==> src/rtl/add_rs_scheduler_pkg.sv <==
// Shared types and constants for the add/sub reservation-station scheduler.
// Optional feature macro used by this block: ADD_RS_ROUND_ROBIN_EN.
package add_rs_scheduler_pkg;

    localparam int NUM_RS      = 3;
    localparam int TAG_W       = 2;
    localparam int DATA_W      = 16;
    localparam int ADD_LATENCY = 2;

    localparam int IDX_W = (NUM_RS > 1) ? $clog2(NUM_RS) : 1;
    localparam int CNT_W = $clog2(ADD_LATENCY + 1);

    localparam logic OP_ADD = 1'b0;
    localparam logic OP_SUB = 1'b1;

    localparam logic [TAG_W-1:0] NULL_TAG = '0;

    typedef enum logic [1:0] {
        ST_IDLE = 2'd0,
        ST_EXEC = 2'd1,
        ST_WB   = 2'd2
    } state_e;

    typedef struct packed {
        logic              busy;
        logic              op;
        logic [DATA_W-1:0] vj;
        logic [DATA_W-1:0] vk;
        logic [TAG_W-1:0]  qj;
        logic [TAG_W-1:0]  qk;
    } rs_entry_t;

    // Entry i owns tag i+1 so that tag 0 stays free to mean "no producer".
    function automatic logic [TAG_W-1:0] idx_to_tag(input logic [IDX_W-1:0] idx);
        return TAG_W'(idx) + TAG_W'(1);
    endfunction

endpackage

==> src/rtl/add_rs_scheduler_if.sv <==
// Issue, CDB and adder-unit signal bundle around the add/sub scheduler.
interface add_rs_scheduler_if;
    import add_rs_scheduler_pkg::*;

    logic              issue_valid;
    logic              issue_op;
    logic [DATA_W-1:0] issue_vj;
    logic [DATA_W-1:0] issue_vk;
    logic [TAG_W-1:0]  issue_qj;
    logic [TAG_W-1:0]  issue_qk;
    logic              issue_ready;
    logic [TAG_W-1:0]  issue_tag;

    logic              cdb_valid;
    logic [TAG_W-1:0]  cdb_tag;
    logic [DATA_W-1:0] cdb_data;

    logic              fu_op;
    logic [DATA_W-1:0] fu_a;
    logic [DATA_W-1:0] fu_b;
    logic [DATA_W-1:0] fu_result;

    logic              cdb_req;
    logic [TAG_W-1:0]  cdb_req_tag;
    logic [DATA_W-1:0] cdb_req_data;
    logic              cdb_grant;

    modport master (
        output issue_valid, issue_op, issue_vj, issue_vk, issue_qj, issue_qk,
        input  issue_ready, issue_tag,
        output cdb_valid, cdb_tag, cdb_data,
        input  fu_op, fu_a, fu_b,
        output fu_result,
        input  cdb_req, cdb_req_tag, cdb_req_data,
        output cdb_grant
    );

    modport slave (
        input  issue_valid, issue_op, issue_vj, issue_vk, issue_qj, issue_qk,
        output issue_ready, issue_tag,
        input  cdb_valid, cdb_tag, cdb_data,
        output fu_op, fu_a, fu_b,
        input  fu_result,
        output cdb_req, cdb_req_tag, cdb_req_data,
        input  cdb_grant
    );
endinterface

==> src/rtl/add_rs_scheduler_rs_select.sv <==
// Picks one ready reservation-station entry: lowest index by default,
// rotating priority after the last dispatched index under ADD_RS_ROUND_ROBIN_EN.
module rs_select
    import add_rs_scheduler_pkg::*;
(
    input  logic [NUM_RS-1:0] ready_i,
`ifdef ADD_RS_ROUND_ROBIN_EN
    input  logic [IDX_W-1:0]  last_idx_i,
`endif
    output logic              any_o,
    output logic [IDX_W-1:0]  idx_o
);

`ifdef ADD_RS_ROUND_ROBIN_EN
    // Scan from farthest to nearest so the first ready entry after last_idx_i wins.
    always_comb begin
        int cand;
        cand  = 0;
        any_o = 1'b0;
        idx_o = '0;
        for (int k = NUM_RS; k >= 1; k--) begin
            cand = (int'(last_idx_i) + k) % NUM_RS;
            if (ready_i[cand]) begin
                any_o = 1'b1;
                idx_o = IDX_W'(cand);
            end
        end
    end
`else
    always_comb begin
        any_o = 1'b0;
        idx_o = '0;
        for (int i = NUM_RS - 1; i >= 0; i--) begin
            if (ready_i[i]) begin
                any_o = 1'b1;
                idx_o = IDX_W'(i);
            end
        end
    end
`endif

endmodule

==> src/rtl/add_rs_scheduler.sv <==
// Reservation-station scheduler for the shared add/sub unit: issue, CDB wakeup,
// one-at-a-time dispatch, fixed-latency execute and CDB write-back.
module add_rs_scheduler
    import add_rs_scheduler_pkg::*;
(
    input  logic               Clock,
    input  logic               Reset,
    add_rs_scheduler_if.slave  bus
);

    rs_entry_t         entries_q [NUM_RS];
    rs_entry_t         entries_d [NUM_RS];
    state_e            state_q, state_d;
    logic [CNT_W-1:0]  cnt_q, cnt_d;
    logic [IDX_W-1:0]  idx_q, idx_d;
    logic              fu_op_q, fu_op_d;
    logic [DATA_W-1:0] fu_a_q, fu_a_d;
    logic [DATA_W-1:0] fu_b_q, fu_b_d;
    logic [DATA_W-1:0] result_q, result_d;

    logic [NUM_RS-1:0] ready_vec;
    logic [NUM_RS-1:0] wake_j;
    logic [NUM_RS-1:0] wake_k;
    logic              any_free;
    logic [IDX_W-1:0]  free_idx;
    logic              sel_any;
    logic [IDX_W-1:0]  sel_idx;
    logic              issue_fire;
    logic              grant_fire;
    logic              cdb_live;

    assign cdb_live = bus.cdb_valid && (bus.cdb_tag != NULL_TAG);

    for (genvar gi = 0; gi < NUM_RS; gi++) begin : g_entry
        assign ready_vec[gi] = entries_q[gi].busy
                            && (entries_q[gi].qj == NULL_TAG)
                            && (entries_q[gi].qk == NULL_TAG);
        assign wake_j[gi] = entries_q[gi].busy && cdb_live && (entries_q[gi].qj == bus.cdb_tag);
        assign wake_k[gi] = entries_q[gi].busy && cdb_live && (entries_q[gi].qk == bus.cdb_tag);
    end

    always_comb begin
        any_free = 1'b0;
        free_idx = '0;
        for (int i = NUM_RS - 1; i >= 0; i--) begin
            if (!entries_q[i].busy) begin
                any_free = 1'b1;
                free_idx = IDX_W'(i);
            end
        end
    end

    rs_select u_select (
        .ready_i    (ready_vec),
`ifdef ADD_RS_ROUND_ROBIN_EN
        .last_idx_i (idx_q),
`endif
        .any_o      (sel_any),
        .idx_o      (sel_idx)
    );

    assign issue_fire = bus.issue_valid && any_free;
    assign grant_fire = (state_q == ST_WB) && bus.cdb_grant;

    // Issue only ever targets a free entry and wakeup/free only touch busy ones,
    // so the three updates below never collide on the same entry.
    always_comb begin
        for (int i = 0; i < NUM_RS; i++) begin
            entries_d[i] = entries_q[i];
            if (wake_j[i]) begin
                entries_d[i].vj = bus.cdb_data;
                entries_d[i].qj = NULL_TAG;
            end
            if (wake_k[i]) begin
                entries_d[i].vk = bus.cdb_data;
                entries_d[i].qk = NULL_TAG;
            end
            if (grant_fire && (idx_q == IDX_W'(i))) begin
                entries_d[i].busy = 1'b0;
            end
        end
        if (issue_fire) begin
            entries_d[free_idx].busy = 1'b1;
            entries_d[free_idx].op   = bus.issue_op;
            entries_d[free_idx].vj   = bus.issue_vj;
            entries_d[free_idx].vk   = bus.issue_vk;
            entries_d[free_idx].qj   = bus.issue_qj;
            entries_d[free_idx].qk   = bus.issue_qk;
            if (cdb_live && (bus.issue_qj == bus.cdb_tag)) begin
                entries_d[free_idx].vj = bus.cdb_data;
                entries_d[free_idx].qj = NULL_TAG;
            end
            if (cdb_live && (bus.issue_qk == bus.cdb_tag)) begin
                entries_d[free_idx].vk = bus.cdb_data;
                entries_d[free_idx].qk = NULL_TAG;
            end
        end
    end

    always_comb begin
        state_d  = state_q;
        cnt_d    = cnt_q;
        idx_d    = idx_q;
        fu_op_d  = fu_op_q;
        fu_a_d   = fu_a_q;
        fu_b_d   = fu_b_q;
        result_d = result_q;
        case (state_q)
            ST_IDLE: begin
                if (sel_any) begin
                    state_d = ST_EXEC;
                    idx_d   = sel_idx;
                    cnt_d   = '0;
                    fu_op_d = entries_q[sel_idx].op;
                    fu_a_d  = entries_q[sel_idx].vj;
                    fu_b_d  = entries_q[sel_idx].vk;
                end
            end
            ST_EXEC: begin
                cnt_d = cnt_q + CNT_W'(1);
                if (cnt_q == CNT_W'(ADD_LATENCY - 1)) begin
                    result_d = bus.fu_result;
                    state_d  = ST_WB;
                end
            end
            ST_WB: begin
                if (bus.cdb_grant) begin
                    state_d = ST_IDLE;
                end
            end
            default: state_d = ST_IDLE;
        endcase
    end

    always_ff @(posedge Clock or posedge Reset) begin
        if (Reset) begin
            entries_q <= '{default: '0};
            state_q   <= ST_IDLE;
            cnt_q     <= '0;
            idx_q     <= '0;
            fu_op_q   <= 1'b0;
            fu_a_q    <= '0;
            fu_b_q    <= '0;
            result_q  <= '0;
        end else begin
            entries_q <= entries_d;
            state_q   <= state_d;
            cnt_q     <= cnt_d;
            idx_q     <= idx_d;
            fu_op_q   <= fu_op_d;
            fu_a_q    <= fu_a_d;
            fu_b_q    <= fu_b_d;
            result_q  <= result_d;
        end
    end

    assign bus.issue_ready  = any_free;
    assign bus.issue_tag    = any_free ? idx_to_tag(free_idx) : NULL_TAG;
    assign bus.fu_op        = fu_op_q;
    assign bus.fu_a         = fu_a_q;
    assign bus.fu_b         = fu_b_q;
    assign bus.cdb_req      = (state_q == ST_WB);
    assign bus.cdb_req_tag  = (state_q == ST_WB) ? idx_to_tag(idx_q) : NULL_TAG;
    assign bus.cdb_req_data = (state_q == ST_WB) ? result_q : '0;

endmodule

==> src/flat_wrapper.sv <==
// flat-port wrapper written by rule: the top's interface ports become plain ports
module add_rs_scheduler_flat import add_rs_scheduler_pkg::*;
  (Clock, Reset, bus_issue_valid, bus_issue_op, bus_issue_vj, bus_issue_vk, bus_issue_qj, bus_issue_qk, bus_issue_ready, bus_issue_tag, bus_cdb_valid, bus_cdb_tag, bus_cdb_data, bus_fu_op, bus_fu_a, bus_fu_b, bus_fu_result, bus_cdb_req, bus_cdb_req_tag, bus_cdb_req_data, bus_cdb_grant);
  add_rs_scheduler_if bus_i ();
  input  logic Clock;
  input  logic Reset;
  input wire logic [$bits(bus_i.issue_valid)-1:0] bus_issue_valid;
  input wire logic [$bits(bus_i.issue_op)-1:0] bus_issue_op;
  input wire logic [$bits(bus_i.issue_vj)-1:0] bus_issue_vj;
  input wire logic [$bits(bus_i.issue_vk)-1:0] bus_issue_vk;
  input wire logic [$bits(bus_i.issue_qj)-1:0] bus_issue_qj;
  input wire logic [$bits(bus_i.issue_qk)-1:0] bus_issue_qk;
  output wire logic [$bits(bus_i.issue_ready)-1:0] bus_issue_ready;
  output wire logic [$bits(bus_i.issue_tag)-1:0] bus_issue_tag;
  input wire logic [$bits(bus_i.cdb_valid)-1:0] bus_cdb_valid;
  input wire logic [$bits(bus_i.cdb_tag)-1:0] bus_cdb_tag;
  input wire logic [$bits(bus_i.cdb_data)-1:0] bus_cdb_data;
  output wire logic [$bits(bus_i.fu_op)-1:0] bus_fu_op;
  output wire logic [$bits(bus_i.fu_a)-1:0] bus_fu_a;
  output wire logic [$bits(bus_i.fu_b)-1:0] bus_fu_b;
  input wire logic [$bits(bus_i.fu_result)-1:0] bus_fu_result;
  output wire logic [$bits(bus_i.cdb_req)-1:0] bus_cdb_req;
  output wire logic [$bits(bus_i.cdb_req_tag)-1:0] bus_cdb_req_tag;
  output wire logic [$bits(bus_i.cdb_req_data)-1:0] bus_cdb_req_data;
  input wire logic [$bits(bus_i.cdb_grant)-1:0] bus_cdb_grant;
  assign bus_i.issue_valid = bus_issue_valid;
  assign bus_i.issue_op = bus_issue_op;
  assign bus_i.issue_vj = bus_issue_vj;
  assign bus_i.issue_vk = bus_issue_vk;
  assign bus_i.issue_qj = bus_issue_qj;
  assign bus_i.issue_qk = bus_issue_qk;
  assign bus_issue_ready = bus_i.issue_ready;
  assign bus_issue_tag = bus_i.issue_tag;
  assign bus_i.cdb_valid = bus_cdb_valid;
  assign bus_i.cdb_tag = bus_cdb_tag;
  assign bus_i.cdb_data = bus_cdb_data;
  assign bus_fu_op = bus_i.fu_op;
  assign bus_fu_a = bus_i.fu_a;
  assign bus_fu_b = bus_i.fu_b;
  assign bus_i.fu_result = bus_fu_result;
  assign bus_cdb_req = bus_i.cdb_req;
  assign bus_cdb_req_tag = bus_i.cdb_req_tag;
  assign bus_cdb_req_data = bus_i.cdb_req_data;
  assign bus_i.cdb_grant = bus_cdb_grant;
  add_rs_scheduler u_core (.Clock(Clock), .Reset(Reset), .bus(bus_i));
endmodule
==> config.mk <==
export PLATFORM = sky130hd
export DESIGN_NAME = add_rs_scheduler_flat
export DESIGN_NICKNAME = d
export VERILOG_FILES = /design/src/rtl/add_rs_scheduler_pkg.sv /design/src/rtl/add_rs_scheduler_if.sv /design/src/rtl/add_rs_scheduler_rs_select.sv /design/src/rtl/add_rs_scheduler.sv /design/src/flat_wrapper.sv
export SDC_FILE = /design/constraint.sdc
export NUM_CORES = 1
export LEC_CHECK = 0
export BUFFER_PORTS_ARGS = -buffer_cell sky130_fd_sc_hd__clkbuf_2
export CAP_MARGIN = 20
export CORE_ASPECT_RATIO = 0.75
export CORE_MARGIN = 5
export CORE_UTILIZATION = 37
export CTS_BUF_LIST = sky130_fd_sc_hd__clkbuf_8
export DETAILED_ROUTE_END_ITERATION = 16
export GPL_TIMING_DRIVEN = 0
export PLACE_DENSITY_LB_ADDON = 0.2
export SETUP_SLACK_MARGIN = 0.05
export SYNTH_ARGS = -nofsm -noshare
export SYNTH_HDL_FRONTEND = slang
export SYNTH_SLANG_ARGS = --single-unit
==> constraint.sdc <==
create_clock -name Clock -period 5.1 [get_ports Clock]
set_clock_uncertainty 0.1 [all_clocks]
set_input_delay 0.765 -clock Clock [delete_from_list [all_inputs] [get_ports Clock]]
set_output_delay 0.765 -clock Clock [all_outputs]
set_load 0.005 [all_outputs]
==> flow_metrics.py <==
metrics = {
    "global_route": {
        "grt_start_max_net_pins": 41,
        "vias_in_the_first_global_route": 7346,
        "antenna_violations_before_repair": 0,
        "grt_pass1_wl_um": 42100,
        "track_usage_pct": 20.9,
        "grt.overflow.total": 0,
    },
    "route": {
        "avgRoutedWirePerCell_um": 19.3,
        "detail_route.vias_per_cell": 5.41,
        "remaining_drc_errors": 0,
        "totalWireLength_um": 26300,
        "drt_first_pass_iters": 5,
        "via_count": 7348,
        "ant_nets": 0,
        "detailedRoute.firstIterationViolations": 656,
    },
    "timing": {
        "setup-violations-final": 0,
        "timing.setup.tns_ns": 0,
        "tightest_slew_ns": 0.845,
        "final.period_utilization_pct": 51.8,
        "achievable-frequency_ghz": 0.379,
        "fin_hold_ws_ns": 0.339,
        "slew_headroom_pct": 43.3,
        "fin_ws_ns": 2.46,
        "drv_slew": 0,
        "final-hold-violation-count": 0,
        "grt_setup_unrepaired": "false",
        "period_minus_slack_ns": 2.64,
    },
    "die": {
        "num_rows": 47,
        "die_x_um": 182,
        "ioPinCount": 131,
        "die_height_um": 139,
        "initial_core_util_pct": 37.5,
        "die_area_mm2": 0.0254,
        "floorplan.core_area_mm2": 0.0220,
    },
    "clock_network": {
        "cts_tree": "done",
        "cts-hold-fix-buffers": 0,
        "ctsResizeCount": 0,
        "clk_pin_slew_ns": 0.10,
        "cts.htree.levels": 4,
        "ctsRootBufferMaster": "clkbuf_8",
        "clock_net_sink_count": 169,
        "insertion_delay_ns": 0.47,
        "cts_inserted_buffers": 17,
        "longest_clk_path_bufs": 2,
        "post-cts-setup-buffers": 0,
    },
    "outcome": {
        "status": "finished, final reports clean",
    },
    "layout": {
        "finalCoreUtilization_pct": 44.5,
        "final_common_cell": "nor2_1",
        "layout.cells.most_common_list": "nor2_1 (223), dfrtp_1 (169), clkbuf_2 (128), o22ai_1 (114), nand2_1 (77)",
        "drive_gt1_share_pct": 24.0,
        "finalNetCount": 1131,
        "antenna-diode-count": 0,
        "synthToLayoutAreaGrowth_pct": 18.6,
    },
    "worst_setup_path": {
        "worstSetupPathType": "flop to output pin",
        "setup.worst_path.start_class": "flop",
        "cp.required_ns": 4.24,
        "worst_setup_path_end_kind": "output pin",
        "cp_data_arrival_time_ns": 1.78,
        "peak_fanout_along_the_critical_path": 10,
    },
    "run": {
        "drv.max_cap_violation_count": 0,
    },
    "power_and_ir_drop": {
        "peakVddDrop_uv": 280,
        "leakagePower_nw": 4.40,
        "power_per_cell_area_mw_per_mm2": 711,
        "netSwitchingFraction_pct": 43.7,
        "seq_power_share_pct": 34.7,
        "clock_power_share_pct": 15.7,
        "finalPower_mw": 6.96,
        "power.net_switching_mw": 3.04,
        "p_comb_share_pct": 49.7,
        "p_int_mw": 3.92,
    },
    "placed_design": {
        "place.gp.congestion": 0.813,
        "final_hpwl_from_detailed_placement_um": 18700,
        "port_buffers": 128,
        "dpl_worst_slack_ns": 2.53,
    },
    "synth": {
        "synthesis.nets": 980,
        "synth.yosys.warnings": 0,
        "syn_area_per_cell_um2": 9.17,
        "ys_dominant_reg_cell": "dfrtp_1",
        "synth_edf_count": 0,
        "synth-seq-cells": 169,
        "synth-seq-area-share_pct": 51.3,
        "synth_cell_types": 40,
        "cell_area_after_synthesis_mm2": 0.00825,
        "synth_cells": 900,
        "async_reset_ff_share_pct": 100,
    },
    "min_path": {
        "hp-class": "input pin to asynchronous set/reset pin",
    },
}
==> cell families after synthesis <==
group | count (synthesis) | share of synthesized area, %
fa+ha+maj | 4 | 0.607
simple gates | 395 | 21.1
mux | 16 | 2.18
flops | 169 | 51.3
compound gates | 248 | 19.7
buf+inv | 60 | 4.28
xor+xnor | 8 | 0.849
==> power by group through the flow <==
stage | clock [mW] | sequential (mW) | combinational (mW)
final | 1.09 | 2.41 | 3.46
after global routing | 1.16 | 2.50 | 3.86
after CTS | 1.11 | 2.41 | 3.45
after detailed placement | 0 | 2.43 | 3.43
after global placement | 0 | 2.42 | 3.37
after floorplan | 0 | 2.35 | 2.35
==> flip-flops by register name, summed over array words and instances, names as in the netlist, named ones only <==
register,flops
u_core.entries_q,111
u_core.bus.fu_a,16
u_core.bus.fu_b,16
u_core.result_q,16
u_core.cnt_q,2
u_core.idx_q,2
u_core.state_q,2
u_core.bus.fu_op,1
==> critical path, stage by stage (launching register included) <==
cell	delay (ns)
dfrtp_1	0.42
nand2b_1	0.19
inv_1	0.09
clkbuf_1	0.30
and2_1	0.19
clkbuf_2	0.11
==> final timing paths <==
path                                           startpoint                        endpoint  slack (ns)  cells past startpoint
max                         u_core.state_q[0]$_DFFE_PP0P_             bus_cdb_req_data[3]        2.46                      5
min                                                 Reset   u_core.entries_q[2]$_DFF_PP0_        0.34                      2
max reg2reg                u_core.entries_q[79]$_DFF_PP0_  u_core.bus.fu_b[3]$_DFFE_PP0P_        2.82                      4
min reg2reg                                          flop                            flop        0.39                      2
max in group asynchronous                           Reset  u_core.entries_q[64]$_DFF_PP0_        3.66                      4
min in group Clock                                   flop                            flop        0.39                      2
==> cells in the mapped netlist, types with 2 or more instances <==
cell / instances / area (um2)
o21ai_2: 7 / 61.3
o22ai_2: 2 / 25.0
buf_6: 3 / 33.8
nor2_2: 2 / 12.5
a21o_1: 31 / 233
and2_0: 3 / 18.8
dfrtp_1: 169 / 4230
clkbuf_1: 9 / 33.8
and2_1: 23 / 144
mux2_2: 16 / 180
o22a_1: 2 / 17.5
buf_2: 21 / 105
nand2b_1: 10 / 62.6
inv_1: 6 / 22.5
a21o_2: 4 / 35.0
nor4_4: 2 / 42.5
buf_4: 20 / 150
ha_1: 4 / 50.1
a32oi_2: 6 / 97.6
nor2_1: 223 / 837
o22ai_1: 114 / 713
o21ai_0: 9 / 45.0
nand3b_1: 13 / 97.6
a21oi_1: 64 / 320
o21ai_1: 4 / 20.0
nand3_1: 35 / 175
or2_2: 2 / 12.5
nand2_1: 77 / 289
xor2_1: 8 / 70.1
==> final cells by class <==
type / instances / area, um2
Buffer: 54 / 330
Clock buffer: 17 / 234
Clock inverter: 15 / 211
Fill cell: 2201 / 12200
Inverter: 6 / 26.3
Multi-Input combinational cell: 671 / 3670
Sequential cell: 169 / 4230
Tap cell: 294 / 368
Timing Repair Buffer: 132 / 721
==> layer usage <==
layer	part of all wire (%)	global-route usage, %	up-vias
li1	-	-	3441
met2	43	30.5	321
met4	0.75	3.55	0
met1	47	31.8	3568
met5	0	0	-
met3	8.7	5.14	18
==> through the flow <==
| stage | area (um2) | instances |
|---|---|---|
| floorplan | 8250 | 900 |
| global placement | 9260 | 1322 |
| detailed placement | 9340 | 1326 |
| CTS | 9790 | 1358 |
| global route | 9790 | 1358 |
| finish | 9790 | 1358 |
(Power assumes the default switching activity.)
